[src/rtl/mem_bus_ctrl.sv]
// Memory-bus front end: decodes one CPU load/store at a time to RAM, peripherals or vacant space
// and returns the result on a single-cycle response strobe.
module mem_bus_ctrl #(
   parameter logic [15:0] RAM_BOUND_L = 16'h0200,
   parameter logic [15:0] RAM_BOUND_U = 16'h0400,
   parameter logic [15:0] PER_BOUND_U = 16'h0200,
   parameter int unsigned PER_TIMEOUT = 8,
   parameter logic [15:0] VACANT_DATA = 16'h3FFF
) (
   input  logic        clk,
   input  logic        rst_n,
   input  logic        req_valid,
   output logic        req_ready,
   input  logic [15:0] req_addr,
   input  logic [15:0] req_wdata,
   input  logic        req_we,
   input  logic        req_bw,
   output logic        rsp_valid,
   output logic [15:0] rsp_rdata,
   output logic        rsp_err,
   output logic [15:0] ram_addr,
   output logic [15:0] ram_Din,
   output logic        ram_RW,
   output logic        BW,
   input  logic [15:0] ram_out,
   output logic [15:0] per_addr,
   output logic [15:0] per_wdata,
   output logic        per_we,
   output logic        per_re,
   output logic        per_bw,
   input  logic [15:0] per_rdata,
   input  logic        per_ack
);

   localparam int unsigned DATA_W = 16;
   localparam int unsigned CNT_W  = (PER_TIMEOUT > 1) ? $clog2(PER_TIMEOUT) : 1;

   typedef enum logic [1:0] {
      IDLE     = 2'd0,
      RAM_ACC  = 2'd1,
      PER_WAIT = 2'd2,
      RESP     = 2'd3
   } state_t;

   state_t             state;
   logic [CNT_W-1:0]   per_cnt;
   logic               cap_we;
   logic               cap_bw;

   logic [DATA_W-1:0]  acc_addr;
   logic               hit_ram;
   logic               hit_per;

   // Word accesses are forced to an even address before decoding
   always_comb begin
      acc_addr = req_bw ? req_addr : {req_addr[DATA_W-1:1], 1'b0};
      hit_ram  = (acc_addr >= RAM_BOUND_L) && (acc_addr < RAM_BOUND_U);
      hit_per  = (acc_addr < PER_BOUND_U);
   end

   assign req_ready = (state == IDLE) && rst_n;

   always_ff @(posedge clk or negedge rst_n) begin
      if (!rst_n) begin
         state     <= IDLE;
         per_cnt   <= '0;
         cap_we    <= 1'b0;
         cap_bw    <= 1'b0;
         rsp_valid <= 1'b0;
         rsp_rdata <= '0;
         rsp_err   <= 1'b0;
         ram_addr  <= '0;
         ram_Din   <= '0;
         ram_RW    <= 1'b0;
         BW        <= 1'b0;
         per_addr  <= '0;
         per_wdata <= '0;
         per_we    <= 1'b0;
         per_re    <= 1'b0;
         per_bw    <= 1'b0;
      end else begin
         case (state)
            IDLE: begin
               rsp_valid <= 1'b0;
               if (req_valid) begin
                  cap_we <= req_we;
                  cap_bw <= req_bw;
                  if (hit_ram) begin
                     ram_addr <= acc_addr - RAM_BOUND_L;
                     ram_Din  <= req_bw ? {8'h00, req_wdata[7:0]} : req_wdata;
                     BW       <= req_bw;
                     ram_RW   <= req_we;
                     state    <= RAM_ACC;
                  end else if (hit_per) begin
                     per_addr  <= acc_addr;
                     per_wdata <= req_wdata;
                     per_bw    <= req_bw;
                     per_we    <= req_we;
                     per_re    <= ~req_we;
                     per_cnt   <= '0;
                     state     <= PER_WAIT;
                  end else begin
                     // Vacant space: no slave is touched, answer next cycle
                     rsp_valid <= 1'b1;
                     rsp_err   <= 1'b1;
                     rsp_rdata <= req_we ? '0 : VACANT_DATA;
                     state     <= RESP;
                  end
               end
            end

            RAM_ACC: begin
               ram_RW    <= 1'b0;
               rsp_valid <= 1'b1;
               rsp_err   <= 1'b0;
               if (cap_we)      rsp_rdata <= '0;
               else if (cap_bw) rsp_rdata <= {8'h00, ram_out[7:0]};
               else             rsp_rdata <= ram_out;
               state     <= RESP;
            end

            PER_WAIT: begin
               // An ack arriving on the final allowed cycle still wins over the timeout
               if (per_ack) begin
                  per_we    <= 1'b0;
                  per_re    <= 1'b0;
                  per_cnt   <= '0;
                  rsp_valid <= 1'b1;
                  rsp_err   <= 1'b0;
                  if (cap_we)      rsp_rdata <= '0;
                  else if (cap_bw) rsp_rdata <= {8'h00, per_rdata[7:0]};
                  else             rsp_rdata <= per_rdata;
                  state     <= RESP;
               end else if (per_cnt == CNT_W'(PER_TIMEOUT - 1)) begin
                  per_we    <= 1'b0;
                  per_re    <= 1'b0;
                  per_cnt   <= '0;
                  rsp_valid <= 1'b1;
                  rsp_err   <= 1'b1;
                  rsp_rdata <= cap_we ? '0 : VACANT_DATA;
                  state     <= RESP;
               end else begin
                  per_cnt <= per_cnt + CNT_W'(1);
               end
            end

            RESP: begin
               rsp_valid <= 1'b0;
               state     <= IDLE;
            end

            default: begin
               rsp_valid <= 1'b0;
               ram_RW    <= 1'b0;
               per_we    <= 1'b0;
               per_re    <= 1'b0;
               state     <= IDLE;
            end
         endcase
      end
   end

endmodule

[config.mk]
export PLATFORM = sky130hd
export DESIGN_NAME = mem_bus_ctrl
export DESIGN_NICKNAME = d
export VERILOG_FILES = /design/src/rtl/mem_bus_ctrl.sv
export SDC_FILE = /design/constraint.sdc
export NUM_CORES = 1
export LEC_CHECK = 0
export ABC_AREA = 1
export BUFFER_PORTS_ARGS = -buffer_cell sky130_fd_sc_hd__buf_2
export CELL_PAD_IN_SITES_DETAIL_PLACEMENT = 1
export CELL_PAD_IN_SITES_GLOBAL_PLACEMENT = 1
export CORE_ASPECT_RATIO = 1.1
export CORE_MARGIN = 1.5
export CORE_UTILIZATION = 38
export DETAILED_ROUTE_END_ITERATION = 8
export PLACE_DENSITY = 0.83
export SYNTH_ARGS = -nofsm -noshare
export SYNTH_HDL_FRONTEND = slang
export SYNTH_SLANG_ARGS = --single-unit
[constraint.sdc]
create_clock -name clk -period 6.1 [get_ports clk]
set_input_delay 1.22 -clock clk [delete_from_list [all_inputs] [get_ports clk]]
set_output_delay 1.22 -clock clk [all_outputs]
set_load 0.02 [all_outputs]
==> run_results.csv <==
group,metric,value,unit
run_status,status,"complete, no violations",
floorplan,rows,40,
layout,drive_gt1_frac,0.265,
synth,synth-async-reset-ratio,1.00,
timing,slew_headroom,0.295,
synth,synth_edf_count,0,
placement,pre_cts_slack,2.27,ns
floorplan,initial_utilization,0.395,
timing,clock_skew,0.00592,ns
layout,num-fill-cells,1429,
clock_network,clkTransAtPathRegs,0.06,ns
timing,rsz0062_at_grt,"false",
global_routing,grt_max_degree,67,
timing,hold_violations,0,
clock_network,cts_tree,"built",
detailed_routing,first_iter_violations,148,
power_and_ir_drop,p_leak,3.21,nW
global_routing,grt-ovfl-total,0,
clock_network,holdBufCountCts,0,
setup_path,cp.arrival,3.71,ns
floorplan,die-area,12100,um^2
synth,syn-num-nets,613,
timing,setup_tns,0,ns
timing,timing.fmax,289,MHz
layout,postLayoutCoreUtil,0.500,
synth,syn_area_per_cell,8.14,um^2
setup_path,critPathLaunchType,"primary input",
power_and_ir_drop,power.density,414,nW/um^2
synth,yosysWarnings,0,
detailed_routing,wl_per_cell,15.2,um
min_path,hold_class,"reg -> reg",
detailed_routing,wl,12600,um
global_routing,grt.total_usage,0.217,
detailed_routing,avgViaCountPerCell,4.90,
flow_run,drv_cap,0,
setup_path,critPathCaptureType,"flop",
timing,finalCriticalPeriod,3.46,ns
clock_network,insertion_delay,0.35,ns
timing,whs,0.464,ns
floorplan,num_io_pins,158,
clock_network,cts_buffer_depth,2,
detailed_routing,firstDrtPassIters,4,
global_routing,grt_pass1_wl,20800,um
synth,synth_seq_cells,94,
setup_path,critPathKind,"in -> reg",
global_routing,antenna_found_initial,0,
global_routing,grt_pass1_vias,4253,
layout,layout.nets,757,
clock_network,cts_setup_buffers,0,
setup_path,worstPathMaxFanout,22,
floorplan,die_w,105,um
synth,synth_area,4350,um^2
detailed_routing,drc,0,
layout,insertedDiodeCount,0,
synth,netlist_instances,534,
clock_network,cts_made_buffers,9,
clock_network,cts_root_buf,"clkbuf_16",
setup_path,cp.required,6.35,ns
floorplan,fp.dieH,115,um
timing,worst_slew_pin_slew,1.05,ns
clock_network,ctsResizeCount,0,
placement,hpwl,9230,um
timing,setup_viol,0,
synth,yosysSeqAreaShare,0.541,
placement,dp.cells,814,
timing,post-route-period-util,0.567,
synth,synth_top_flop_cell,"dfrtp_1",
placement,gp_congestion,0.760,
detailed_routing,antenna_left,0,
synth,yosysUniqueCellTypes,27,
placement,io_buffers,157,
clock_network,cts.sinks,94,
clock_network,htree_levels,3,
floorplan,core,11000,um^2
layout,fin_cells,830,
placement,placed_area,5200,um^2
layout,area_growth,26.7,%
timing,fin_ws,2.64,ns
power_and_ir_drop,ir_drop,171,uV
detailed_routing,num_vias,4066,
layout,design_area,5510,um^2
power_and_ir_drop,power,2.28,mW
timing,maxSlewViolCount,0,
## synthesized netlist by cell type (all sizes together), types with 3 or more instances
cell type | count | area, um^2
nor2 | 48 | 180
buf | 16 | 97.6
a21oi | 18 | 90.1
dfrtp | 94 | 2350
nor3 | 3 | 31.3
inv | 40 | 153
o21ai | 50 | 262
nand3 | 37 | 185
nand2 | 196 | 759
ha | 9 | 113
clkbuf | 10 | 37.5
nand4 | 5 | 31.3
## sequential cells by signal, summed over array words and instances, names as in the netlist
| register | count |
|---|---|
| rsp_err | 1 |
| cap_we | 1 |
| ram_Din | 16 |
| BW | 1 |
| state | 2 |
| ram_addr | 16 |
| cap_bw | 1 |
| ram_RW | 1 |
| per_addr | 16 |
| rsp_rdata | 16 |
| per_bw | 1 |
| per_wdata | 16 |
| rsp_valid | 1 |
| per_re | 1 |
| per_we | 1 |
| per_cnt | 3 |
## power by group
group	switching (mW)	internal [mW]	total, mW	leakage, nW
Combinational	0.609	0.278	0.886	1.82
Clock	0.236	0.342	0.578	0.147
Sequential	0.0689	0.744	0.813	1.24
Total	0.913	1.36	2.28	3.21
## cells in the final DEF, fill, tap and decap left out, types with 2 or more instances in the layout
master and instances:
or2_2 2, o21ai_1 2, nand4_1 5, nand2_1 194, inv_1 39, clkbuf_8 2
nor2_1 47, clkbuf_1 3, a21oi_1 18, dfrtp_1 94, a22oi_1 2, o21ai_0 47
buf_2 156, clkbuf_16 9, nand3_1 37, buf_4 3, ha_1 9
## final timing paths
check / end / slack (ns) / startpoint / cells after the start
worst max-delay path: per_cnt[1] / 2.64 / req_addr[10] / 13
worst min-delay path: per_re / 0.46 / per_re / 2
worst max register to register: rsp_rdata[10] / 3.35 / state[0] / 9
worst min register to register: per_re / 0.46 / per_re / 2
max in group asynchronous: ram_Din[10] / 4.15 / rst_n / 2
min in group asynchronous: per_cnt[0] / 0.80 / rst_n / 1
## final cells by class
| class | count | area (um^2) | share of cell area |
|---|---|---|---|
| tap | 147 | 184 | 0.0334 |
| inverter | 41 | 156 | 0.0284 |
| sequential | 94 | 2350 | 0.427 |
| timing repair buffer | 159 | 803 | 0.146 |
| clock inverter | 2 | 38.8 | 0.00704 |
| clock buffer | 14 | 264 | 0.0479 |
| multi-input combinational | 373 | 1710 | 0.310 |
## critical path: stages
cell,delay [ns]
buf_2,0.12
inv_1,0.07
ha_1,0.14
inv_1,0.04
nor2_1,0.08
nand2_1,0.05
nor2_1,0.08
nand2_1,0.06
nand2_1,0.41
nand3_1,0.77
nand2_1,0.44
nand2_1,0.11
o21ai_0,0.10
## logic make-up (layout without fill, tap and decap cells)
kind of cell             Yosys count  count (layout)  synth area share
adder cells (fa/ha/maj)            9               9            0.0259
buffers and inverters             67             216            0.0671
flip-flops                        94              94             0.541
AO/OA/AOI/OAI                     72              72            0.0875
XOR/XNOR                           1               1           0.00202
AND/OR/NAND/NOR                  291             291             0.276
## per-layer routing
metal | global-route usage | up-vias | part of all wire
met3 | 0.0754 | 17 | 0.075
met4 | 0.0648 | 0 | 0.016
met5 | 0 | - | 0
met2 | 0.369 | 124 | 0.49
met1 | 0.262 | 1957 | 0.42
li1 | - | 1968 | -
(Power assumes the default switching activity.)
